===== config.mk =====
export PLATFORM = sky130hd
export DESIGN_NAME = eth_mem_fifo_ctrl
export DESIGN_NICKNAME = d
export VERILOG_FILES = /design/src/rtl/eth_mem_fifo_ctrl.sv
export SDC_FILE = /design/constraint.sdc
export NUM_CORES = 1
export LEC_CHECK = 0
export BUFFER_PORTS_ARGS = -buffer_cell sky130_fd_sc_hd__clkbuf_2
export CORE_MARGIN = 2
export CORE_UTILIZATION = 45
export DETAILED_ROUTE_END_ITERATION = 6
export GPL_TIMING_DRIVEN = 0
export PLACE_DENSITY = 0.75
export SLEW_MARGIN = 20
export SYNTH_ARGS = -nofsm -noshare
export SYNTH_HDL_FRONTEND = slang
export SYNTH_SLANG_ARGS = --single-unit

===== constraint.sdc =====
create_clock -name clk_i -period 2.8 [get_ports clk_i]
set_input_delay 0.28 -clock clk_i [delete_from_list [all_inputs] [get_ports clk_i]]
set_output_delay 0.28 -clock clk_i [all_outputs]
set_load 0.01 [all_outputs]

===== src/rtl/eth_mem_fifo_ctrl.sv =====
// Ready/valid FIFO controller for an external 1r1w synchronous memory.
// A one-entry output stage with bypass hides the memory's one-cycle read latency.
module eth_mem_fifo_ctrl #(
  parameter int width_p        = 8,
  parameter int els_p          = 4,
  parameter int addr_width_lp  = (els_p <= 1) ? 1 : $clog2(els_p),
  parameter int count_width_lp = $clog2(els_p + 2)
) (
  input  logic                      clk_i,
  input  logic                      reset_i,
  input  logic                      v_i,
  input  logic [width_p-1:0]        data_i,
  output logic                      ready_o,
  output logic                      v_o,
  output logic [width_p-1:0]        data_o,
  input  logic                      yumi_i,
  output logic [count_width_lp-1:0] count_o,
  output logic                      w_v_o,
  output logic [addr_width_lp-1:0]  w_addr_o,
  output logic [width_p-1:0]        w_data_o,
  output logic                      r_v_o,
  output logic [addr_width_lp-1:0]  r_addr_o,
  input  logic [width_p-1:0]        r_data_i
);

  localparam logic [addr_width_lp-1:0]  addr_last = addr_width_lp'(els_p - 1);
  localparam logic [count_width_lp-1:0] mem_full  = count_width_lp'(els_p);

  logic [addr_width_lp-1:0]  wptr_r, rptr_r;
  logic [count_width_lp-1:0] mem_cnt_r;
  logic                      rd_pend_r;
  logic                      out_v_r;
  logic [width_p-1:0]        out_data_r;
  logic                      occ;

  // Handshakes: enqueue transfers when v_i & ready_o; dequeue transfers when
  // yumi_i is high, and yumi_i may only be raised while v_o is high.
  assign occ      = rd_pend_r | out_v_r;
  assign ready_o  = reset_i & (mem_cnt_r < mem_full);
  assign w_v_o    = reset_i & v_i & ready_o;
  assign w_addr_o = wptr_r;
  assign w_data_o = data_i;

  // A word written this cycle is only counted next cycle, so a read never
  // targets the address being written in the same cycle.
  assign r_v_o    = reset_i & (mem_cnt_r != '0) & (~occ | yumi_i);
  assign r_addr_o = rptr_r;

  assign v_o      = reset_i & (out_v_r | rd_pend_r);
  assign data_o   = out_v_r ? out_data_r : r_data_i;
  assign count_o  = mem_cnt_r + count_width_lp'(occ);

  always_ff @(posedge clk_i or negedge reset_i) begin
    if (!reset_i) begin
      wptr_r    <= '0;
      rptr_r    <= '0;
      mem_cnt_r <= '0;
    end else begin
      if (w_v_o) wptr_r <= (wptr_r == addr_last) ? '0 : wptr_r + addr_width_lp'(1);
      if (r_v_o) rptr_r <= (rptr_r == addr_last) ? '0 : rptr_r + addr_width_lp'(1);
      mem_cnt_r <= mem_cnt_r + count_width_lp'(w_v_o) - count_width_lp'(r_v_o);
    end
  end

  // Output stage: a pending read either bypasses straight out or, if not
  // taken, is parked in out_data_r because r_data_i is only valid for one cycle.
  always_ff @(posedge clk_i or negedge reset_i) begin
    if (!reset_i) begin
      rd_pend_r  <= 1'b0;
      out_v_r    <= 1'b0;
      out_data_r <= '0;
    end else if (r_v_o) begin
      rd_pend_r <= 1'b1;
      out_v_r   <= 1'b0;
    end else if (rd_pend_r & ~yumi_i) begin
      out_v_r    <= 1'b1;
      out_data_r <= r_data_i;
      rd_pend_r  <= 1'b0;
    end else if (yumi_i) begin
      out_v_r   <= 1'b0;
      rd_pend_r <= 1'b0;
    end
  end

`ifndef SYNTHESIS
  always_ff @(posedge clk_i) begin
    if (reset_i) begin
      assert (!(yumi_i && !v_o));
      assert (!(rd_pend_r && out_v_r));
    end
  end
`endif

endmodule


==> results of run 1 <==
[power by group through the flow]
stage	clock [µW]	sequential [µW]	combinational (µW)
finish	129	448	538
global route	149	467	612
CTS	136	450	552
detailed placement	0	454	550
global placement	0	447	522
floorplan	0	453	367
[worst paths after layout]
kind | from | to | cells after the start
worst max-delay path | reset_i | mem_cnt_r[2] | 10
worst min-delay path | r_data_i[5] | out_data_r[5] | 2
worst max register to register | mem_cnt_r[2] | mem_cnt_r[2] | 8
worst min register to register | out_data_r[3] | out_data_r[3] | 1
max in group asynchronous | reset_i | out_data_r[1] | 2
min in group asynchronous | reset_i | out_data_r[5] | 2
[cells by family after synthesis]
kind of cell	count (synthesis)	synth area share
compound gates	2	0.03902
xor+xnor	3	0.02731
buf+inv	15	0.09492
simple gates	9	0.05593
mux	20	0.2419
flops	17	0.4421
fa+ha+maj	7	0.09883
[registers in the layout (all words and copies together) (netlist names)]
signal and flops:
out_v_r 1, mem_cnt_r 3, rd_pend_r 1, r_addr_o 2, out_data_r 8, w_addr_o 2
[cell type report]
class / count / area share
multi-input cells: 41 / 0.3644
clock buffers: 4 / 0.02149
plain buffers: 10 / 0.05937
flip-flops and latches: 17 / 0.3480
well taps: 27 / 0.02764
inverters: 5 / 0.01535
repair buffers: 39 / 0.1638
[worst max-delay path: stages]
cell and delay [ns]:
dlygate4sd3_1 0.52, clkbuf_2 0.42, o31ai_4 0.16, nor2_4 0.16, ha_1 0.15, inv_1 0.04, ha_1 0.18, fa_1 0.38
xor2_1 0.16, xnor2_1 0.14
[metrics by stage]
stage / power, µW / instances / utilization / instance area, µm²
final: 1114 / 143 / 0.6168 / 1222
after global routing: 1228 / 143 / 0.6168 / 1222
after CTS: 1139 / 143 / 0.6168 / 1222
after detailed placement: 1004 / 138 / 0.5985 / 1186
after global placement: 968.8 / 138 / 0.5985 / 1186
after floorplan: 819.6 / 73 / - / 962.2
[per-layer routing]
layer,track usage,up-vias
li1,-,323
met1,0.1930,299
met2,0.2588,34
met3,0.02976,2
met4,0.06944,0
met5,0,-
[layout by cell type, fill, tap and decap left out]
cell type,netlist,layout
nand2_1,1,1
xnor2_1,1,1
clkbuf_2,0,38
nand2b_1,1,1
inv_1,5,5
nor2b_2,1,1
or2_2,1,1
nor2_4,1,1
and2_1,1,1
ha_1,6,6
clkbuf_1,0,1
fa_1,1,1
buf_4,9,9
mux2_4,2,2
clkbuf_4,0,3
dlygate4sd3_1,0,1
dfrtp_1,17,17
o31ai_4,1,1
buf_2,1,1
o21ba_4,1,1
mux2_2,18,18
xor2_1,2,2
nor2_1,3,3
==> out/metrics.cfg, run 1 <==
[job]
cap_violations=0

[sta]
hold_slack_ns=0.2358
rsz0062_at_grt=no
worstMarginPinSlew_ns=0.5037
final-hold-violation-count=0
finalWorstSetupSlack_ns=0.3550
min_period_ns=2.445
finalSetupViolCount=0
fmax_ghz=0.4090
relSlewSlack=0.6642
skew_ns=0.001080
fin_crit_sh=0.8732
slew_violations=0
setup_tns_ns=0

[grt]
grt_overflow_total=0
grt_pass1_vias=652
grtUsageTotal=0.1548
grt_max_degree=21
grt_pass1_wl_um=2960
antenna_found_initial=0

[synth]
synth_common_cells=mux2_2, dfrtp_1, buf_4, ha_1, inv_1
synth_fp_nets=100
synth.largest_area_cell=dfrtp_1
ys_seq_area_frac=0.4421
synthFlopType=dfrtp_1
synth.top_cell.area_share=0.4421
ys_ff_latch=17
yosys_warnings=0
async_flop_share=1.000
netlist_area_um2=962.2
synth.most_common_cell=mux2_2
synth_area_leaders=dfrtp_1, mux2_2, ha_1
syn_inst=73
synth-edff-count=0
avgSynthCellArea_um2=13.18
yosysUniqueCellTypes=19

[power]
p_leak_uw=0.0006410
power_density_nw_per_um2=911.3
p_sw_frac=0.3648
seqPwrFrac=0.402
power_frac_comb=0.483
p_int_uw=707.6
power_switching_uw=406.4
ir_worst_vdd_v=0.0004515
pwr-share-clk=0.115

[route]
wl_met1_um=681
dr.pass1.iters=2
num_vias=658
wl_met3_um=135
viasPerCell=4.601
routedWlPerCell_um=11.25
drt-total-wl_um=1609
drt_first_iter_violations=2
drc=0
ant_nets=0
top_layer=met4
met2_length_um=777

[clock_tree]
postCtsSetupRepairBufs=0
cts_buffers=3
clk_latency_ns=0.28
ctsHoldBuffers=1
htreeDepth=1
cts_root_buffer=clkbuf_4
cts.sinks=17
cts_resized=0
cts_tree=yes
clk_pin_slew_ns=0.09
cts_max_path_buffers=2

[final_layout]
diodes=0
area_growth_pct=27.05
finalNetCount=144
multi_input_area_um2=445.4
fillCellCount=179
layout-drive-gt1-share=0.6552
register_area_um2=425.4

[placement]
port-buffer-count=38
dpl.hpwl_um=1283
place_congestion=0.6506
place_ws_ns=0.5420

[floorplan]
rows=16
initial_core_util=0.4855
core_area_um2=1982
die_w_um=50.24
dieArea_um2=2524
ios=47
dieHeight_um=50.24

[critical_path]
cp.arrival_ns=2.61
cp_max_fo=20
start_kind=input port
r2r_slack_ns=0.63
crit_required_ns=2.97
setup.worst_path.class=input port to register
end_kind=register

[min_path]
hp-class=input port to register

[status]
status=finished, final reports clean

No activity file was read; power rests on OpenSTA's default activity.
==> run 2: changes to the inputs <==
Settings changed: ABC_AREA set to 1, CORE_UTILIZATION 45 to 44, PLACE_DENSITY 0.75 to 0.74.
==> run 2 against run 1 <==
Effect of this change: fmax down 1.2%; register-to-register slack worse by 0.02 ns; die area up 1.0%.
==> out/metrics.cfg, run 2 <==
[final_layout]
area_growth_pct=27.37
top_regs=out_data_r (8), mem_cnt_r (3)
mostFrequentLayoutCells=clkbuf_2, nand2_1, inv_1, dfrtp_1, o21ai_0
diodes=0  ; unchanged
layout_commonest_cell=clkbuf_2
fin_cells=181  ; +27%
finalNetCount=182  ; +26%
largest_reg_flops=8  ; unchanged
layout-drive-gt1-share=0.4026  ; -0.2526
regMostFlops=out_data_r

[critical_path]
start_kind=input port
cp_max_fo=21  ; +5.0%
cp.arrival_ns=2.68  ; +0.07 ns
rr_worst_depth=11  ; +3
crit_required_ns=3.01  ; +0.04 ns
end_kind=register
setup.worst_path.class=input port to register
r2r_slack_ns=0.61  ; -0.02 ns
r2r_end=mem_cnt_r[2]
r2r-start=out_v_r

[route]
viasPerCell=4.514  ; -1.9%
dr.pass1.iters=4  ; +2
drc=0  ; unchanged
drt-total-wl_um=1858  ; +15%
ant_nets=0  ; unchanged
routedWlPerCell_um=10.27  ; -8.8%
num_vias=817  ; +24%
drt_first_iter_violations=13  ; +11

[sta]
skew_ns=0.002485  ; +0.001405 ns
hold_slack_ns=0.2533  ; +0.01745 ns
rsz0062_at_grt=no
setup_tns_ns=0  ; unchanged
fin_crit_sh=0.8837  ; +0.01050
worstMarginPinSlew_ns=0.5115  ; +0.007783 ns
final-hold-violation-count=0  ; unchanged
fmax_ghz=0.4041  ; -1.2%
finalSetupViolCount=0  ; unchanged
min_period_ns=2.474  ; +0.02939 ns
slew_violations=0  ; unchanged
relSlewSlack=0.6590  ; -0.005189

[status]
status=finished, final reports clean

[placement]
port-buffer-count=38  ; unchanged
dpl.hpwl_um=1429  ; +11%
dp_cells=176  ; +28%
place_congestion=0.7056  ; +8.5%

[power]
power_density_nw_per_um2=874.4  ; -4.1%
p_leak_uw=0.0007179  ; +12%
power.total_uw=1059  ; -4.9%
ir_worst_vdd_v=0.0006332  ; +40%

[synth]
synth_fp_nets=138  ; +38%
synthFlopType=dfrtp_1
synth.most_common_cell=nand2_1
yosys_warnings=0  ; unchanged
netlist_area_um2=950.9  ; -1.2%
synth_common_cells=nand2_1, dfrtp_1, inv_1, o21ai_0, buf_4
synth_area_leaders=dfrtp_1, nand2_1, o21ai_0
synth.largest_area_cell=dfrtp_1
ys_ff_latch=17  ; unchanged
yosysUniqueCellTypes=19  ; unchanged
avgSynthCellArea_um2=8.567  ; -35%
synth-edff-count=0  ; unchanged
synth.top_cell.area_share=0.4474  ; +0.005236
syn_inst=111  ; +52%
async_flop_share=1.000  ; unchanged
ys_seq_area_frac=0.4474  ; +0.005236

[clock_tree]
clk_pin_slew_ns=0.09  ; about the same
cts_buffers=3  ; unchanged
clk_latency_ns=0.28  ; about the same
cts.sinks=17  ; unchanged
cts_max_path_buffers=2  ; unchanged
postCtsSetupRepairBufs=0  ; unchanged
cts_root_buffer=clkbuf_4
cts_resized=0  ; unchanged
ctsHoldBuffers=1  ; unchanged
cts_tree=yes
htreeDepth=1  ; unchanged

[grt]
grt_pass1_wl_um=3284  ; +11%
antenna_found_initial=0  ; unchanged
grtUsageTotal=0.1670  ; +0.01215
grt_overflow_total=0  ; unchanged
grt_pass1_vias=810  ; +24%
grt_max_degree=22  ; +4.8%

[floorplan]
rows=16  ; unchanged
dieArea_um2=2549  ; +1.0%
ios=47  ; unchanged
initial_core_util=0.4750  ; -0.01048
core_area_um2=2002  ; +1.0%
dieHeight_um=50.49  ; +0.50%
die_w_um=50.49  ; +0.50%

[min_path]
hold_end=out_data_r[5]
holdPathStages=3  ; +1
worst_hold_startpoint=r_data_i[5]
hp-class=input port to register

[job]
cap_violations=0  ; unchanged

-- run 2: area by class of cell --
| cell class | count | area [µm²] |
|---|---|---|
| repair buffers | 39 | 200.2 |
| fillers | 185 | 790.8 |
| flip-flops and latches | 17 | 425.4 |
| clock buffers | 4 | 26.28 |
| well taps | 27 | 33.78 |
| inverters | 20 | 75.07 |
| plain buffers | 10 | 70.07 |
| multi-input cells | 64 | 380.4 |
-- run 2: how the worst max path moves through the flow --
stage	slack, ns	to	cells past startpoint	from
floorplan	0.74	mem_cnt_r[2]	10	mem_cnt_r[2]
global placement	0.60	mem_cnt_r[2]	9	reset_i
detailed placement	0.55	mem_cnt_r[2]	9	reset_i
CTS	0.27	mem_cnt_r[2]	10	reset_i
global route	0.14	mem_cnt_r[2]	10	reset_i
finish	0.33	mem_cnt_r[2]	10	reset_i
-- run 2: kinds of logic after synthesis --
group                    share of synthesized area
buffers and inverters                       0.1526
flip-flops                                  0.4474
AND/OR/NAND/NOR                             0.1776
adder cells (fa/ha/maj)                     0.1000
XOR/XNOR                                   0.02764
AO/OA/AOI/OAI                              0.09473
-- run 2: per-stage QoR --
stage                     instance area [µm²]    util  setup slack, ns
after global routing                     1211  0.6050           0.1374
after detailed placement                 1175  0.5869           0.5468
after global placement                   1175  0.5869           0.6002
after CTS                                1211  0.6050           0.2741
after floorplan                         950.9       -           0.7446
final                                    1211  0.6050           0.3256
-- run 2: critical path: stages --
cell and delay, ns:
dlygate4sd3_1 0.53, clkbuf_2 0.34, nand3_2 0.22, inv_1 0.07
ha_1 0.27, inv_1 0.03, ha_1 0.19, fa_1 0.40
xnor2_1 0.17, xor2_1 0.16
-- run 2: per-layer routing --
metal | wire length [µm] | GRT usage
met5 | 0 | 0
met3 | 129 | 0.02679
met1 | 807 | 0.2004
met2 | 921 | 0.3092
met4 | 0 | 0.04054
-- run 2: where the power goes --
group          total (µW)  internal, µW  switching (µW)
combinational         493           220             272
clock                 128          55.3            72.6
sequential            438           353            85.4
==> run 3: changes to the inputs <==
Settings changed: PLACE_DENSITY 0.74 to 0.83.
==> run 3 against run 2 <==
Effect of this change: cell area increased by 0.10%; utilization increased by 0.062 points; worst setup slack got worse by 0.013 ns; clock power about the same; count of clock-buffer cells in the layout decreased by 1; power increased by 0.44%; global-route usage about the same; largest cell class unchanged; highest routed layer is now met4.
==> out/metrics.cfg, run 3 (synthesis gave the netlist of run 2 again) <==
[critical_path]
worst-path-buf-inv=4  ; unchanged
cp.arrival_ns=2.70  ; +0.02 ns
r2r-start=out_v_r
start_kind=input port
cp_slowest_stage_delay_ns=0.54  ; about the same
r2r_end=mem_cnt_r[2]
r2r_slack_ns=0.60  ; about the same
crit_chain=dlygate4sd3_1 -> clkbuf_2 -> nand3_2 -> inv_1 -> ha_1 -> inv_1 -> ha_1 -> fa_1 -> xnor2_1 -> xor2_1
slowest_stage=dlygate4sd3_1
crit_required_ns=3.01  ; about the same
end_kind=register
setup.worst_path.class=input port to register
crit_family=buffers and inverters
rr_worst_depth=11  ; unchanged
cp_max_fo=21  ; unchanged

[route]
dr.pass1.iters=4  ; unchanged
routedWlPerCell_um=10.71  ; +4.4%
drt_first_iter_violations=8  ; -5
drt-total-wl_um=1939  ; +4.4%
drc=0  ; unchanged
ant_nets=0  ; unchanged
viasPerCell=4.718  ; +4.5%
num_vias=854  ; +4.5%

[final_layout]
finalNetCount=182  ; unchanged
regMostFlops=out_data_r
diodes=0  ; unchanged
layout_commonest_cell=clkbuf_2
area_growth_pct=27.50
layout-drive-gt1-share=0.4091  ; +0.006494
largest_reg_flops=8  ; unchanged
mostFrequentLayoutCells=clkbuf_2, nand2_1, inv_1, dfrtp_1, o21ai_0
top_regs=out_data_r (8), mem_cnt_r (3)

[grt]
grtUsageTotal=0.1674  ; +0.0004223
antenna_found_initial=0  ; unchanged
met1_usage=0.1919  ; -0.008447
busiest_layer=met2
grt_pass1_wl_um=3325  ; +1.2%
grt_overflow_total=0  ; unchanged
grt_max_degree=22  ; unchanged
grt_use_met3=0.03274  ; +0.005952
grt_pass1_vias=815  ; +0.62%
met2_usage=0.3158  ; +0.006579

[sta]
rsz0062_at_grt=no
fin_crit_sh=0.8883  ; +0.004592
slew_violations=0  ; unchanged
min_period_ns=2.487  ; +0.01286 ns
relSlewSlack=0.6607  ; +0.001714
fmax_ghz=0.4020  ; -0.52%
finalSetupViolCount=0  ; unchanged
setup_tns_ns=0  ; unchanged
worstMarginPinSlew_ns=0.5089  ; -0.002572 ns
skew_ns=0.004317  ; +0.001833 ns
final-hold-violation-count=0  ; unchanged

[floorplan]
core_area_um2=2002  ; unchanged
dieHeight_um=50.49  ; unchanged
die_w_um=50.49  ; unchanged
dieArea_um2=2549  ; unchanged
ios=47  ; unchanged
rows=16  ; unchanged
initial_core_util=0.4750  ; unchanged

[power]
power.total_uw=1064  ; +0.44%
power_density_nw_per_um2=877.4  ; +0.34%
p_leak_uw=0.0007206  ; +0.38%
ir_worst_vdd_v=0.0006252  ; -1.3%

[placement]
place_congestion=0.6926  ; -1.8%
dpl.hpwl_um=1590  ; +11%
port-buffer-count=38  ; unchanged

[min_path]
hp-class=input port to register
worst_hold_startpoint=r_data_i[3]
hold_end=out_data_r[3]
holdPathStages=3  ; unchanged

[clock_tree]
cts_tree=yes
cts_buffers=3  ; unchanged
postCtsSetupRepairBufs=0  ; unchanged
cts_max_path_buffers=2  ; unchanged
htreeDepth=1  ; unchanged
clk_latency_ns=0.28  ; about the same
cts_root_buffer=clkbuf_4
clk_pin_slew_ns=0.10  ; about the same
cts.sinks=17  ; unchanged

[job]
cap_violations=0  ; unchanged

[status]
status=finished, final reports clean

[run 3: what timing repair did]
action | in CTS | in global routing
hold endpoints to repair | 17 | 0
resized for setup | 0 | 0
hold buffers | 1 | 0
[run 3: area by class of cell]
cell class | instances | area [µm²]
Clock inverter | 1 | 5.005
Sequential cell | 17 | 425.4
Tap cell | 27 | 33.78
Clock buffer | 3 | 22.52
Buffer | 10 | 70.07
Timing Repair Buffer | 39 | 200.2
Multi-Input combinational cell | 64 | 380.4
Fill cell | 190 | 789.5
Inverter | 20 | 75.07
[run 3: power by group]
part           internal [µW]  switching (µW)  total (µW)
clock network           53.0            75.4         128
registers                353            87.9         441
logic                    220             275         495
total                    626             438        1060
[run 3: how the worst max path moves through the flow]
stage                            start      endpoint  slack, ns  cells past startpoint
final                          reset_i  mem_cnt_r[2]       0.31                     10
after global routing           reset_i  mem_cnt_r[2]       0.10                     10
after CTS                      reset_i  mem_cnt_r[2]       0.29                     10
after detailed placement       reset_i  mem_cnt_r[2]       0.54                      9
after global placement         reset_i  mem_cnt_r[2]       0.63                      9
after floorplan           mem_cnt_r[2]  mem_cnt_r[2]       0.74                     10
[run 3: metal layers]
metal  share of wire  up-vias
li1                -      421
met1            0.42      391
met2            0.50       40
met3           0.079        2
met4          0.0021        0
met5               0        -
[run 3: worst min-delay path, stage by stage]
cell	delay (ns)
clkbuf_2	0.08
inv_1	0.06
o21ai_0	0.08
[run 3: through the flow]
| step | utilization | cells | hold WS, ns | area, µm² | setup WS, ns |
|---|---|---|---|---|---|
| after floorplan | - | 111 | -0.01559 | 950.9 | 0.7446 |
| after global placement | 0.5869 | 176 | 0.2588 | 1175 | 0.6272 |
| after detailed placement | 0.5869 | 176 | 0.2701 | 1175 | 0.5371 |
| after CTS | 0.6056 | 181 | 0.2420 | 1212 | 0.2920 |
| after global routing | 0.6056 | 181 | 0.2558 | 1212 | 0.1014 |
| final | 0.6056 | 181 | 0.2490 | 1212 | 0.3127 |
